--- config.mk ---
export PLATFORM = sky130hd
export DESIGN_NAME = pwl_eval_ctrl
export DESIGN_NICKNAME = d
export VERILOG_FILES = /design/src/rtl/pwl_eval_ctrl.sv
export SDC_FILE = /design/constraint.sdc
export NUM_CORES = 2
export LEC_CHECK = 0
export ABC_AREA = 0
export BUFFER_PORTS_ARGS = -buffer_cell sky130_fd_sc_hd__buf_4
export CORE_MARGIN = 2
export CORE_UTILIZATION = 58
export CTS_CLUSTER_SIZE = 30
export DETAILED_ROUTE_END_ITERATION = 10
export PLACE_DENSITY = 0.86
export SETUP_SLACK_MARGIN = 0.02
export SYNTH_ARGS = -nofsm -noshare
export SYNTH_HDL_FRONTEND = slang
export SYNTH_SLANG_ARGS = --single-unit
--- constraint.sdc ---
create_clock -name clk -period 28.9 [get_ports clk]
set_clock_uncertainty 0.15 [all_clocks]
set_input_delay 5.78 -clock clk [delete_from_list [all_inputs] [get_ports clk]]
set_output_delay 5.78 -clock clk [all_outputs]
set_load 0.005 [all_outputs]
--- src/rtl/pwl_eval_ctrl.sv ---
// ---------------------------------------------------------------------------
// pwl_eval_ctrl
// Sequencing controller for a piecewise-linear approximator y = A*x + B in
// Q6.10. One operand per handshake: a 4-step binary search over a loadable
// breakpoint table picks the segment, then its {A,B} coefficients feed a
// single multiply-then-add pass with saturation.
//
// Ports
//   clk, rst             clock (rising edge), async active-high reset
//   cfg_we/sel/addr/data table write port (sel 0 = breakpoint, 1 = coeff);
//                        writes only commit while idle
//   cfg_err              one-cycle pulse when a write is dropped
//   in_valid/in_ready    operand handshake, x_in in Q6.10
//   out_valid/out_ready  result handshake, y_out in Q6.10, y_ovf = saturated
//   busy                 controller is not idle
// ---------------------------------------------------------------------------
module pwl_eval_ctrl (
    input  logic          clk,
    input  logic          rst,
    input  logic          cfg_we,
    input  logic          cfg_sel,
    input  logic [3:0]    cfg_addr,
    input  logic [31:0]   cfg_data,
    output logic          cfg_err,
    input  logic          in_valid,
    output logic          in_ready,
    input  logic [15:0]   x_in,
    output logic          out_valid,
    input  logic          out_ready,
    output logic [15:0]   y_out,
    output logic          y_ovf,
    output logic          busy
);

    localparam int unsigned WL   = 16;
    localparam int unsigned WF   = 10;
    localparam int unsigned NSEG = 16;
    localparam int unsigned AW   = 4;
    localparam int unsigned CW   = 2 * WL;
    localparam int unsigned PW   = 2 * WL;
    localparam int unsigned SW   = PW - WF + 1;

    localparam logic signed [SW-1:0] S_MAX = SW'(2**(WL-1) - 1);
    localparam logic signed [SW-1:0] S_MIN = SW'(-(2**(WL-1)));

    typedef enum logic [2:0] {
        S_IDLE   = 3'd0,
        S_SEARCH = 3'd1,
        S_FETCH  = 3'd2,
        S_MUL    = 3'd3,
        S_ADD    = 3'd4,
        S_DONE   = 3'd5
    } state_t;

    state_t                  r_state;
    logic signed [WL-1:0]    r_x;
    logic        [AW-1:0]    r_lo;
    logic        [AW-1:0]    r_hi;
    logic        [1:0]       r_step;
    logic signed [WL-1:0]    r_a;
    logic signed [WL-1:0]    r_b;
    logic signed [PW-1:0]    r_p;
    logic        [WL-1:0]    r_y;
    logic                    r_ovf;
    logic                    r_out_valid;
    logic                    r_in_ready;
    logic                    r_busy;
    logic                    r_cfg_err;

    logic signed [WL-1:0]    r_bp [NSEG];
    logic        [CW-1:0]    r_cf [NSEG];

    logic        [AW:0]      w_lohi;
    logic        [AW-1:0]    w_mid;
    logic                    w_le;
    logic signed [SW-1:0]    w_sum;
    logic                    w_idle;
    logic                    w_cfg_ok;

    // Midpoint of the current search window; 5-bit sum avoids wrap.
    assign w_lohi = {1'b0, r_lo} + {1'b0, r_hi};
    assign w_mid  = w_lohi[AW:1];
    // mid < hi throughout the search, so bp[15] is never addressed.
    assign w_le   = (r_x <= r_bp[w_mid]);

    // Product realigned to Q6.10 (arithmetic shift floors) plus B.
    assign w_sum  = SW'(r_p >>> WF) + SW'(r_b);

    assign w_idle   = (r_state == S_IDLE);
    assign w_cfg_ok = cfg_we && w_idle;

    // Table registers; writes commit only while idle.
    always_ff @(posedge clk or posedge rst) begin
        if (rst) begin
            for (int i = 0; i < NSEG; i++) begin
                r_bp[i] <= '0;
                r_cf[i] <= '0;
            end
        end else if (w_cfg_ok) begin
            if (cfg_sel) begin
                r_cf[cfg_addr] <= cfg_data;
            end else begin
                r_bp[cfg_addr] <= cfg_data[WL-1:0];
            end
        end
    end

    // Dropped-write indicator, one pulse per rejected write.
    always_ff @(posedge clk or posedge rst) begin
        if (rst) begin
            r_cfg_err <= 1'b0;
        end else begin
            r_cfg_err <= cfg_we && !w_idle;
        end
    end

    // Sequencing FSM with registered handshake outputs.
    always_ff @(posedge clk or posedge rst) begin
        if (rst) begin
            r_state     <= S_IDLE;
            r_x         <= '0;
            r_lo        <= '0;
            r_hi        <= '0;
            r_step      <= '0;
            r_a         <= '0;
            r_b         <= '0;
            r_p         <= '0;
            r_y         <= '0;
            r_ovf       <= 1'b0;
            r_out_valid <= 1'b0;
            r_in_ready  <= 1'b1;
            r_busy      <= 1'b0;
        end else begin
            case (r_state)
                S_IDLE: begin
                    if (in_valid) begin
                        r_x        <= x_in;
                        r_lo       <= '0;
                        r_hi       <= AW'(NSEG - 1);
                        r_step     <= '0;
                        r_in_ready <= 1'b0;
                        r_busy     <= 1'b1;
                        r_state    <= S_SEARCH;
                    end
                end
                S_SEARCH: begin
                    if (w_le) begin
                        r_hi <= w_mid;
                    end else begin
                        r_lo <= w_mid + AW'(1);
                    end
                    r_step <= r_step + 2'd1;
                    if (r_step == 2'd3) begin
                        r_state <= S_FETCH;
                    end
                end
                S_FETCH: begin
                    // After four halvings lo == hi and names the segment.
                    r_a     <= r_cf[r_lo][CW-1:WL];
                    r_b     <= r_cf[r_lo][WL-1:0];
                    r_state <= S_MUL;
                end
                S_MUL: begin
                    r_p     <= PW'(r_a) * PW'(r_x);
                    r_state <= S_ADD;
                end
                S_ADD: begin
                    if (w_sum > S_MAX) begin
                        r_y   <= S_MAX[WL-1:0];
                        r_ovf <= 1'b1;
                    end else if (w_sum < S_MIN) begin
                        r_y   <= S_MIN[WL-1:0];
                        r_ovf <= 1'b1;
                    end else begin
                        r_y   <= w_sum[WL-1:0];
                        r_ovf <= 1'b0;
                    end
                    r_out_valid <= 1'b1;
                    r_state     <= S_DONE;
                end
                S_DONE: begin
                    if (out_ready) begin
                        r_out_valid <= 1'b0;
                        r_in_ready  <= 1'b1;
                        r_busy      <= 1'b0;
                        r_state     <= S_IDLE;
                    end
                end
                default: begin
                    r_out_valid <= 1'b0;
                    r_in_ready  <= 1'b1;
                    r_busy      <= 1'b0;
                    r_state     <= S_IDLE;
                end
            endcase
        end
    end

    assign cfg_err   = r_cfg_err;
    assign in_ready  = r_in_ready;
    assign out_valid = r_out_valid;
    assign y_out     = r_y;
    assign y_ovf     = r_ovf;
    assign busy      = r_busy;

endmodule

==> results.sh <==
export IMPL_insertion_delay_ns=0.64
export IMPL_status="complete, no violations"
export IMPL_critPathMaxFanout=176
export IMPL_rows=107
export IMPL_cp_slowest_stage_delay_ns=0.84
export IMPL_cpMaxStageDelayCell="buf_4"
export IMPL_hold_ws_ns=0.3347
export IMPL_grt_max_degree=185
export IMPL_synth_distinct_cells=66
export IMPL_drive_above_1_share_pct=37.78
export IMPL_finalHoldViolations=0
export IMPL_synthArstFlopShare_pct=100.0
export IMPL_required_ns=29.39
export IMPL_cp_num_buf_inv=6
export IMPL_synth_commonest_cells="dfrtp_1, mux2_2, inv_1, fa_1, mux4_2"
export IMPL_fp_dieH_um=296.4
export IMPL_path_common_cell="buf_4"
export IMPL_postCtsSetupRepairBufs=0
export IMPL_routedWlPerCell_um=24.45
export IMPL_syn_avg_cell_area_sq_um=13.65
export IMPL_ys_flop_type="dfrtp_1"
export IMPL_yosysSeqAreaShare_pct=44.00
export IMPL_vias=30010
export IMPL_die_w_um=296.4
export IMPL_cts_buffers=89
export IMPL_ys_top_cells_by_area="dfrtp_1, mux2_2, mux4_2"
export IMPL_tightest_slew_ns=1.283
export IMPL_synth_most_common_cell="dfrtp_1"
export IMPL_placed_cells=4663
export IMPL_place_port_buffers=78
export IMPL_timing_rr_end="r_p[31]"
export IMPL_drtIter0Drc=2411
export IMPL_start_util_pct=58.33
export IMPL_start_kind="primary input"
export IMPL_ff2ff_setup_slack_ns=21.72
export IMPL_power_leakage_uw=0.02628
export IMPL_powerDensity_nw_per_um2=119.5
export IMPL_setup_viol=0
export IMPL_hold_class="flop to flop"
export IMPL_layout_nets=4053
export IMPL_ctsHoldBuffers=0
export IMPL_rr_worst_depth=21
export IMPL_max_slew_margin_pct=14.16
export IMPL_syn_inst=3633
export IMPL_grt_antenna_before_repair=8
export IMPL_grt_pass1_wl_mm=187.1
export IMPL_clock_path_buffers=3
export IMPL_drt_pass1_iter_count=8
export IMPL_cts_max_level=3
export IMPL_syn_cell_area_sq_um=49590
export IMPL_overflow=0
export IMPL_final_antenna_net_count=0
export IMPL_cp_data_arrival_time_ns=10.06
export IMPL_numClockSinks=872
export IMPL_synth_edf_count=0
export IMPL_synth_top_area_share_pct=43.95
export IMPL_synth_area_leader_cell="dfrtp_1"
export IMPL_path_delay_family="buffers and inverters"
export IMPL_cts_resized=0
export IMPL_startpoint="rst"
export IMPL_whs_path_depth=2
export IMPL_grt_pass1_vias=32540
export IMPL_die_area_sq_um=87860
export IMPL_fin_setup_tns_ns=0
export IMPL_viasPerCell=6.222
export IMPL_utilization_pct=63.79
export IMPL_worstSetupPathType="primary input to asynchronous set/reset pin"
export IMPL_syn2layout_area_growth_pct=9.358
export IMPL_finalCriticalPeriod_ns=9.578
export IMPL_cts_tree="yes"
export IMPL_path_clk_slew_ns=0.06
export IMPL_synth_nets=4076
export IMPL_grt_use_total_pct=27.99
export IMPL_crit_chain="buf_4 > clkinvlp_4 > buf_4 > buf_4 > buf_4 > buf_12"
export IMPL_post_route_drc_count=0
export IMPL_finalWirelength_mm=117.9
export IMPL_cts_root_buf="clkbuf_16"
export IMPL_peakVddDrop_uv=127.0
export IMPL_ios=79
export IMPL_ys_ff_latch=872
export IMPL_fin_crit_sh_pct=33.14
export IMPL_path_depth=6
export IMPL_slew_viol_final=0
export IMPL_gp_congestion=0.8975
export IMPL_clock_fmax_mhz=104.4
export IMPL_instances_no_fill=4823
export IMPL_hpwl_mm=72.37
export IMPL_drv_cap=0
export IMPL_synth_warnings=0
export IMPL_crit_path_end_kind="asynchronous set/reset pin"
export IMPL_core_area_sq_um=85010
export IMPL_rsz0062_at_grt="no"
export IMPL_r2r_start="r_x[1]"
export IMPL_setup_worst_path_end="r_bp[152]"
[through the flow]
step	total power (uW)	cell area, sq um	worst slack (ns)
2_1_floorplan	4336	49600	10.98
3_3_place_gp	5097	51190	18.54
3_5_place_dp	5244	51190	18.51
4_1_cts	6485	54230	19.17
5_1_grt	6930	54230	18.55
6_report	6480	54230	19.32
[power by group]
part | internal (uW) | switching (uW)
logic | 1580 | 1780
clock network | 701 | 491
registers | 1570 | 353
[state kept, by name, summed over array words and instances (netlist names), 16 cells and up]
signal,count
y_out,16
r_b,16
r_bp,256
r_a,16
r_cf,512
r_x,16
r_p,22
[layer usage]
metal	vias to the layer above	track usage (%)	part of all wire (%)
met4	12	11.97	4.3
met3	333	6.149	7.8
met1	15960	37.18	39
li1	12580	-	-
met5	-	0	0.070
met2	1129	44.95	49
[area by class of cell]
cell class | count | area [sq um]
tap | 1144 | 1431
fill | 5777 | 30780
inverter | 324 | 1220
antenna | 2 | 5.005
multi-input combinational | 2198 | 25740
clock inverter | 35 | 484.2
sequential | 872 | 21830
clock buffer | 123 | 2555
timing repair buffer | 125 | 963.4
[how the worst min path moves through the flow]
stage                         start   endpoint
after floorplan             r_p[10]    r_p[10]
after global placement      r_p[25]    r_p[25]
after detailed placement   y_out[1]   y_out[1]
after CTS                  y_out[1]   y_out[1]
after global routing      r_cf[476]  r_cf[476]
final                      y_out[1]   y_out[1]
[tightest hold or removal path, cell delays in order, from the launching register on]
cell	delay (ns)
dfrtp_1	0.34
nand2_1	0.05
o21ai_1	0.06
[placed cells by master, fill, tap and decap left out, drive strengths merged, types with 33 or more instances in the layout]
master	n
a21oi	52
and2	125
buf	125
clkbuf	123
dfrtp	871
fa	263
ha	122
inv	328
mux2	818
mux4	240
nand2	211
nor2	74
o21ai	64
xnor2	33
[kinds of logic after synthesis]
logic type                 after synthesis  synth area share (%)
buffers and inverters                  563                 4.342
muxes                                 1062                 29.56
AOI/OAI and AO/OA                      199                 2.621
xor gates and xnor gates                53                0.9361
and+or+nand+nor                        499                 4.839
adders and majority gates              385                 13.69
DFF                                    872                 44.00
No activity file was read; power rests on OpenSTA's default activity.
